## config.mk

```make
export PLATFORM = sky130hd
export DESIGN_NAME = skew_sched_flat
export DESIGN_NICKNAME = d
export VERILOG_FILES = /design/src/rtl/skew_sched_pkg.sv /design/src/rtl/skew_sched_if.sv /design/src/rtl/skew_sched_delay_en.sv /design/src/rtl/skew_sched.sv /design/src/flat_wrapper.sv
export SDC_FILE = /design/constraint.sdc
export NUM_CORES = 1
export LEC_CHECK = 0
export CAP_MARGIN = 25
export CORE_ASPECT_RATIO = 1.2
export CORE_MARGIN = 2
export CORE_UTILIZATION = 49
export DETAILED_ROUTE_END_ITERATION = 8
export GPL_TIMING_DRIVEN = 0
export PLACE_DENSITY = 0.74
export RECOVER_POWER = 50
export SYNTH_ARGS = -nofsm -noshare
export SYNTH_HDL_FRONTEND = slang
export SYNTH_HIERARCHICAL = 1
export SYNTH_SLANG_ARGS = --single-unit
```

## constraint.sdc

```tcl
create_clock -name clk -period 3.8 [get_ports clk]
set_input_delay 0.57 -clock clk [delete_from_list [all_inputs] [get_ports clk]]
set_output_delay 0.57 -clock clk [all_outputs]
set_load 0.05 [all_outputs]
```

## src/rtl/skew_sched_pkg.sv

```systemverilog
// Shared types and constants for the skew scheduler that feeds the systolic PE array.
package skew_sched_pkg;

    typedef enum logic [1:0] {
        ST_IDLE   = 2'd0,
        ST_STREAM = 2'd1,
        ST_DRAIN  = 2'd2,
        ST_DONE   = 2'd3
    } state_e;

    localparam logic MODE_BYPASS = 1'b0;
    localparam logic MODE_SKEW   = 1'b1;

    // Advances spent in DRAIN beyond the first: the deepest lane must empty in skew mode.
    function automatic int unsigned drain_len(input logic mode, input int unsigned lanes);
        return (mode == MODE_SKEW) ? (lanes - 32'd1) : 32'd0;
    endfunction

endpackage

```

## src/rtl/skew_sched_if.sv

```systemverilog
// Vector handshake bundle between the operand source, the skew scheduler and the PE array.
interface skew_sched_if #(
    parameter int B = 8,
    parameter int L = 4
);
    logic           mode;
    logic           in_valid;
    logic           in_ready;
    logic           in_last;
    logic [L*B-1:0] in_data;
    logic           out_ready;
    logic [L-1:0]   out_valid;
    logic [L*B-1:0] out_data;
    logic           busy;
    logic           done;

    modport master (
        output mode, in_valid, in_last, in_data, out_ready,
        input  in_ready, out_valid, out_data, busy, done
    );

    modport slave (
        input  mode, in_valid, in_last, in_data, out_ready,
        output in_ready, out_valid, out_data, busy, done
    );
endinterface

```

## src/rtl/skew_sched_delay_en.sv

```systemverilog
// N-stage data+valid shift register with advance enable and flush; exposes first and last stage.
module delay_en #(
    parameter int B = 8,
    parameter int N = 1
) (
    input  logic         clk,
    input  logic         rst_n,
    input  logic         en_i,
    input  logic         clr_i,
    input  logic [B-1:0] d_i,
    input  logic         v_i,
    output logic [B-1:0] head_d_o,
    output logic         head_v_o,
    output logic [B-1:0] tail_d_o,
    output logic         tail_v_o
);

    logic [N-1:0][B-1:0] data_q;
    logic [N-1:0]        vld_q;

    // Shift chain; flush has priority over an advance.
    always_ff @(posedge clk or negedge rst_n) begin
        if (!rst_n) begin
            data_q <= '0;
            vld_q  <= '0;
        end else if (clr_i) begin
            data_q <= '0;
            vld_q  <= '0;
        end else if (en_i) begin
            data_q[0] <= d_i;
            vld_q[0]  <= v_i;
            for (int k = 1; k < N; k++) begin
                data_q[k] <= data_q[k-1];
                vld_q[k]  <= vld_q[k-1];
            end
        end
    end

    assign head_d_o = data_q[0];
    assign head_v_o = vld_q[0];
    assign tail_d_o = data_q[N-1];
    assign tail_v_o = vld_q[N-1];

endmodule

```

## src/rtl/skew_sched.sv

```systemverilog
// Skew scheduler: releases lane i of each vector i advances late (skew) or all aligned (bypass),
// drains the wavefront after the last beat and pulses done.
module skew_sched
    import skew_sched_pkg::*;
#(
    parameter int B = 8,
    parameter int L = 4
) (
    input logic         clk,
    input logic         rst_n,
    skew_sched_if.slave bus
);

    localparam int CW = (L > 2) ? $clog2(L) : 1;

    state_e        state_q;
    logic          mode_q;
    logic [CW-1:0] cnt_q;
    logic          busy_q;
    logic          done_q;

    logic adv_s;
    logic xfer_s;
    logic flush_s;
    logic mode_d;

    logic [L-1:0][B-1:0] head_d_s;
    logic [L-1:0][B-1:0] tail_d_s;
    logic [L-1:0]        head_v_s;
    logic [L-1:0]        tail_v_s;

    assign adv_s    = bus.out_ready;
    assign bus.in_ready = rst_n & bus.out_ready & ((state_q == ST_IDLE) | (state_q == ST_STREAM));
    assign xfer_s   = bus.in_valid & bus.in_ready;
    assign mode_d   = (state_q == ST_IDLE) ? bus.mode : mode_q;
    // Leaving DONE the visible stages are already empty; wipe the hidden ones so a bypass
    // frame cannot leak stale beats into the deep lanes of a following skew frame.
    assign flush_s  = (state_q == ST_DONE);

    // Frame sequencing, drain countdown and registered status flags.
    always_ff @(posedge clk or negedge rst_n) begin
        if (!rst_n) begin
            state_q <= ST_IDLE;
            mode_q  <= MODE_BYPASS;
            cnt_q   <= '0;
            busy_q  <= 1'b0;
            done_q  <= 1'b0;
        end else begin
            done_q <= 1'b0;
            case (state_q)
                ST_IDLE, ST_STREAM: begin
                    if (xfer_s) begin
                        mode_q <= mode_d;
                        busy_q <= 1'b1;
                        if (bus.in_last) begin
                            state_q <= ST_DRAIN;
                            cnt_q   <= CW'(drain_len(mode_d, unsigned'(L)));
                        end else begin
                            state_q <= ST_STREAM;
                        end
                    end
                end
                ST_DRAIN: begin
                    if (adv_s) begin
                        if (cnt_q == '0) begin
                            state_q <= ST_DONE;
                            done_q  <= 1'b1;
                        end else begin
                            cnt_q <= cnt_q - CW'(1);
                        end
                    end
                end
                ST_DONE: begin
                    state_q <= ST_IDLE;
                    busy_q  <= 1'b0;
                end
                default: begin
                    state_q <= ST_IDLE;
                    busy_q  <= 1'b0;
                end
            endcase
        end
    end

    for (genvar i = 0; i < L; i++) begin : g_lane
        logic [B-1:0] lane_in_s;
        assign lane_in_s = xfer_s ? bus.in_data[i*B +: B] : {B{1'b0}};

        delay_en #(.B(B), .N(i + 1)) u_lane (
            .clk      (clk),
            .rst_n    (rst_n),
            .en_i     (adv_s),
            .clr_i    (flush_s),
            .d_i      (lane_in_s),
            .v_i      (xfer_s),
            .head_d_o (head_d_s[i]),
            .head_v_o (head_v_s[i]),
            .tail_d_o (tail_d_s[i]),
            .tail_v_o (tail_v_s[i])
        );
    end

    assign bus.out_data  = (mode_q == MODE_SKEW) ? tail_d_s : head_d_s;
    assign bus.out_valid = (mode_q == MODE_SKEW) ? tail_v_s : head_v_s;
    assign bus.busy      = busy_q;
    assign bus.done      = done_q;

endmodule

```

## src/flat_wrapper.sv

```systemverilog
// flat-port wrapper written by rule: the top's interface ports become plain ports
module skew_sched_flat import skew_sched_pkg::*;
#(
    parameter int B = 8,
    parameter int L = 4
)
  (clk, rst_n, bus_mode, bus_in_valid, bus_in_last, bus_in_data, bus_out_ready, bus_in_ready, bus_out_valid, bus_out_data, bus_busy, bus_done);
  skew_sched_if #(.B(B), .L(L)) bus_i ();
  input logic clk;
  input logic rst_n;
  input wire logic [$bits(bus_i.mode)-1:0] bus_mode;
  input wire logic [$bits(bus_i.in_valid)-1:0] bus_in_valid;
  input wire logic [$bits(bus_i.in_last)-1:0] bus_in_last;
  input wire logic [$bits(bus_i.in_data)-1:0] bus_in_data;
  input wire logic [$bits(bus_i.out_ready)-1:0] bus_out_ready;
  output wire logic [$bits(bus_i.in_ready)-1:0] bus_in_ready;
  output wire logic [$bits(bus_i.out_valid)-1:0] bus_out_valid;
  output wire logic [$bits(bus_i.out_data)-1:0] bus_out_data;
  output wire logic [$bits(bus_i.busy)-1:0] bus_busy;
  output wire logic [$bits(bus_i.done)-1:0] bus_done;
  assign bus_i.mode = bus_mode;
  assign bus_i.in_valid = bus_in_valid;
  assign bus_i.in_last = bus_in_last;
  assign bus_i.in_data = bus_in_data;
  assign bus_i.out_ready = bus_out_ready;
  assign bus_in_ready = bus_i.in_ready;
  assign bus_out_valid = bus_i.out_valid;
  assign bus_out_data = bus_i.out_data;
  assign bus_busy = bus_i.busy;
  assign bus_done = bus_i.done;
  skew_sched #(.B(B), .L(L)) u_core (.clk(clk), .rst_n(rst_n), .bus(bus_i));
endmodule
```

* Yosys cells after proc, flatten, opt, wreduce, memory -nomap -nowiden
Index checks and enable logic that the tools add are counted.
Cells by class: bitwise operators 4, add/sub/neg operators 1, multiplexer cells 39, reduce and logical (&&, ||, !) cells 10, eq/ne operators 8
Operator list (number):
- 32-bit 2-to-1 mux | 3
- 24-bit 2-to-1 mux | 2
- 8-bit 2-to-1 mux | 6
- 16-bit 2-to-1 mux | 2
- 2-bit 2-to-1 mux | 11
- 4-bit 2-to-1 mux | 3
- 2-bit inequality test (second input constant) | 4
- 1-bit 2-to-1 mux | 7
- 3-bit 2-to-1 mux | 2
- 2-bit case mux with 3 select lines | 1
- 2-bit nonzero test | 3
- 5-bit AND reduction | 1
- 2-bit equality test (second input constant) | 2
- 2-bit zero test | 2
- 2-bit case mux with 2 select lines | 1
- 2-bit AND reduction | 2
- 1-bit AND | 3
- 3-bit AND reduction | 1
- 2-bit by 1-bit equality test with 1-bit output (second input constant) | 1
- 2-bit by 1-bit inequality test with 1-bit output (second input constant) | 1
- 1-bit case mux with 2 select lines | 1
- 2-bit OR reduction | 1
- 2-bit by 1-bit subtractor with 2-bit output (second input constant) | 1
- 1-bit OR | 1
Word-level totals: logic and storage cells 81, output and inout bits 39, bits of input ports 38, register bits 97

* Longest topological paths before layout
depth after elaboration 7, mapped depth 6, gate-level depth less buffers 5

* By module
Netlist, hierarchy kept.
By module, submodules not included:
- delay_en at u_core.g_lane[3].u_lane | instances 1, seq. area each 900.9 µm², area an instance 1606.5 µm², cells an instance 132
- delay_en at u_core.g_lane[2].u_lane | instances 1, seq. area each 675.6 µm², area an instance 1233.7 µm², cells an instance 103
- skew_sched | instances 1, seq. area each 175.2 µm², area an instance 1007.2 µm², cells an instance 113
- delay_en at u_core.g_lane[1].u_lane | instances 1, seq. area each 450.4 µm², area an instance 739.5 µm², cells an instance 58
- delay_en at u_core.g_lane[0].u_lane | instances 1, seq. area each 225.2 µm², area an instance 431.7 µm², cells an instance 38

* Least setup slack after synthesis
No wires, ideal clock.
path kind input port to output port, start point input port bus_out_ready, end point output port bus_in_ready, cell stages on the path 2, setup slack 1.977 ns, data arrival time 1.253 ns, path buffers 0, cell sequence nand2_1 > nor2_1
On the way: cells in the longest elaborated chain, start to end 2
Ends and longest elaborated chain:
- start, declared | line flat_wrapper.sv:15 | input wire logic [$bits(bus_i.out_ready)-1:0] bus_out_ready;
- 1-bit AND (2 in series) | line skew_sched.sv:33 | assign bus.in_ready = rst_n & bus.out_ready & ((state_q == ST_IDLE) | (state_q == ST_STREAM));
- end, declared | line flat_wrapper.sv:16 | output wire logic [$bits(bus_i.in_ready)-1:0] bus_in_ready;
No other way between the ends.

* Worst setup path after layout
start point register u_core.mode_q, end point output port bus_out_data[23]
On the way: cells in the longest elaborated chain, start to end 1
Ends and longest elaborated chain:
- start, declared | line skew_sched.sv:17 | logic mode_q;
- start signal, assigned | line skew_sched.sv:53 | mode_q <= mode_d;
- 32-bit 2-to-1 mux | line skew_sched.sv:103 | assign bus.out_data = (mode_q == MODE_SKEW) ? tail_d_s : head_d_s;
- end, declared | line flat_wrapper.sv:18 | output wire logic [$bits(bus_i.out_data)-1:0] bus_out_data;
No other way between the ends.

==> run summary <==
Total power per unit cell area: 504 mW/mm^2
Die height: 115 microns
Worst Tran Pin Value: 1.78 ns
Core area: 0.0100 sq mm
Initial Util: 0.501
CP max stage delay: 0.71 ns
Synth Cell Area: 0.00502 sq mm
Total negative slack: 0 ns
# nets final: 571
RSZ-0062 raised after global routing: no
TritonCTS Buffers: 9
Endpoints failing setup: 0
Final worst path period need: 3.04 ns
Clock slew at reported path FFs: 0.06 ns
Cell variety after synth: 28
Critical path arrival: 2.47 ns
# fillers: 839
Routed Antenna Nets: 0
Placed instance area: 0.00596 sq mm
CP Data Required Time: 3.23 ns
Fmax: 329 MHz
Slowest-stage cell, CP: clkdlybuf4s50_1
Row count: 40
Setup crit end kind: output port
Failing checks: max-capacitance violations, max-slew violations
Synthesis warning total: 6
Mapped Cells: 444
# DRC: 0
Worst-path fanout max: 10
CTS tree: done
Setup bufs post-CTS: 0
Gp weighted congestion: 0.741
Vias per cell: 4.94
PostCTS Resize Cnt: 0
Maximum clock insertion buffer count: 2
FF+latch count, synth: 97
Critical path class: reg -> out
Slew headroom: -0.189
Hold Crit Class: in -> async
Ant diodes: 0
Reg area: 0.00243 sq mm
WHS: 0.123 ns
Leakage: 3.32 nW
Post-route cell area: 0.00620 sq mm
Cell mode on critical path: buf_2
Largest net degree at the start of global routing: 75
Area of the multi-input gates: 0.00201 sq mm
Clock root cell: clkbuf_16
CP startpoint kind: flip-flop
Top FF cell, synth: dfrtp_1
Number of hold violations in the final report: 0
MaxCap Viol Count: 1
CP top delay family: buffers and inverters
Worst Clk Skew: 0.00693 ns
DRT Wirelength: 9880 microns
Die Footprint: 0.0111 sq mm
CTS H-tree depth: 3
Sequential-to-total area share from yosys stat: 0.484
Worst path bufs/invs: 3
Overflow after GRT: 0
Later-pin clock latency in the skew report: 0.34 ns
# IOs: 77
Max VDD drop: 0.000343 V
DP Wirelength: 6840 microns
Total GRT Usage: 0.190
Vias in the first global route: 3376
Post-CTS Hold Fix Bufs: 0
Sink Count: 97
Crit-path cells: buf_2, buf_2, mux2_2, clkdlybuf4s50_1
Initial antenna violation count: 0
DP Worst Slack: 0.914 ns
1st-pass router iterations: 4
EDFF count, synth: 0
Most common cell after layout, fill and taps aside: dfrtp_1
Non-Filler Instances: 663
Slew Viols, Final: 75
Via count: 3272
Layout cells sized above 1: 0.218
Tcrit/Tclk final: 0.799
First-pass GRT wire length: 16200 microns
FFs w/ async S/R, synth: 1.00
Initial DRC count: 116
Net Count, Synth: 483
Syn Area/Cell: 11.3 sq um
Commonest non-fill, non-tap cells in the layout: dfrtp_1 (97), nor2_1 (95), mux2i_1 (90)
Total chip power: 3.13 mW
Layout area overhead: 23.6%
Die X: 96.4 microns
Worst setup margin: 0.764 ns
Fin util: 0.620
Port Buf Inserts: 76
WL/cell: 14.9 microns
Outcome: finished, violations left
Placed instance count: 647
[cell type report]
cell class | instances | share of cell area
flip-flops and latches | 97 | 0.391
multi-input cells | 275 | 0.325
plain buffers | 69 | 0.0772
clock buffers | 10 | 0.0385
well taps | 126 | 0.0254
inverters | 3 | 0.00182
clock inverters | 6 | 0.0182
repair buffers | 77 | 0.123
[per-layer routing]
metal  GRT usage  wire [microns]  part of all wire
met2       0.319            4910              0.50
met4      0.0535             119             0.012
met3      0.0347             329             0.033
met5           0               0                 0
met1       0.252            4510              0.46
[state kept, by name, indices dropped and copies added, names as in the netlist]
signal,cells
u_core/g_lane.u_lane/head_d_o,32
u_core/g_lane.u_lane/tail_d_o,24
u_core/g_lane.u_lane/data_q,24
u_core/g_lane.u_lane/vld_q,9
u_core/cnt_q,2
u_core/state_q,2
u_core/bus.busy,1
u_core/bus.done,1
u_core/g_lane.u_lane/head_v_o,1
u_core/mode_q,1
[worst paths after layout]
path	to	slack (ns)	cells past startpoint	start
min in group clk	u_core/bus.busy	0.48	1	u_core/bus.busy
setup / recovery	bus_out_data[23]	0.76	4	u_core/mode_q
setup reg to reg	u_core/g_lane[3].u_lane/head_d_o[2]	2.14	6	u_core/state_q[1]
hold / removal	u_core/cnt_q[1]	0.12	1	rst_n
hold reg to reg	u_core/bus.busy	0.48	1	u_core/bus.busy
max in group asynchronous	u_core/g_lane[1].u_lane/tail_d_o[4]	1.65	2	rst_n
[worst register-to-register path: cells and delay by family, from the launching register on]
family | cells | cell delay, ns
simple gates | 3 | 0.62
buf+inv | 2 | 0.46
flops | 1 | 0.45
mux | 1 | 0.07
[kinds of logic (layout without fill, tap and decap cells)]
kind of cell | count (synthesis) | count (layout) | share of synthesized area
simple gates | 139 | 139 | 0.124
buf+inv | 72 | 165 | 0.115
mux | 127 | 127 | 0.263
compound gates | 8 | 8 | 0.0120
flops | 97 | 97 | 0.484
fa+ha+maj | 1 | 1 | 0.00249
[report_power, final]
group | switching [mW] | leakage, nW | internal [mW]
sequential | 0.0683 | 1.33 | 1.13
combinational | 0.505 | 1.82 | 0.371
clock | 0.386 | 0.173 | 0.663
total | 0.960 | 3.32 | 2.17
[synthesized netlist by cell type, types with 2 or more instances]
master | count | area, sq um
mux2_2 | 37 | 417
buf_6 | 5 | 56.3
clkbuf_2 | 4 | 20.0
buf_4 | 41 | 308
mux2i_1 | 90 | 901
buf_12 | 6 | 120
nor2_1 | 95 | 357
a21o_1 | 3 | 22.5
dfrtp_1 | 97 | 2430
and2_1 | 32 | 200
inv_1 | 3 | 11.3
buf_2 | 11 | 55.1
nand2_1 | 4 | 15.0
nor3_1 | 2 | 10.0
Note: power is estimated with default switching activity, not from simulation.
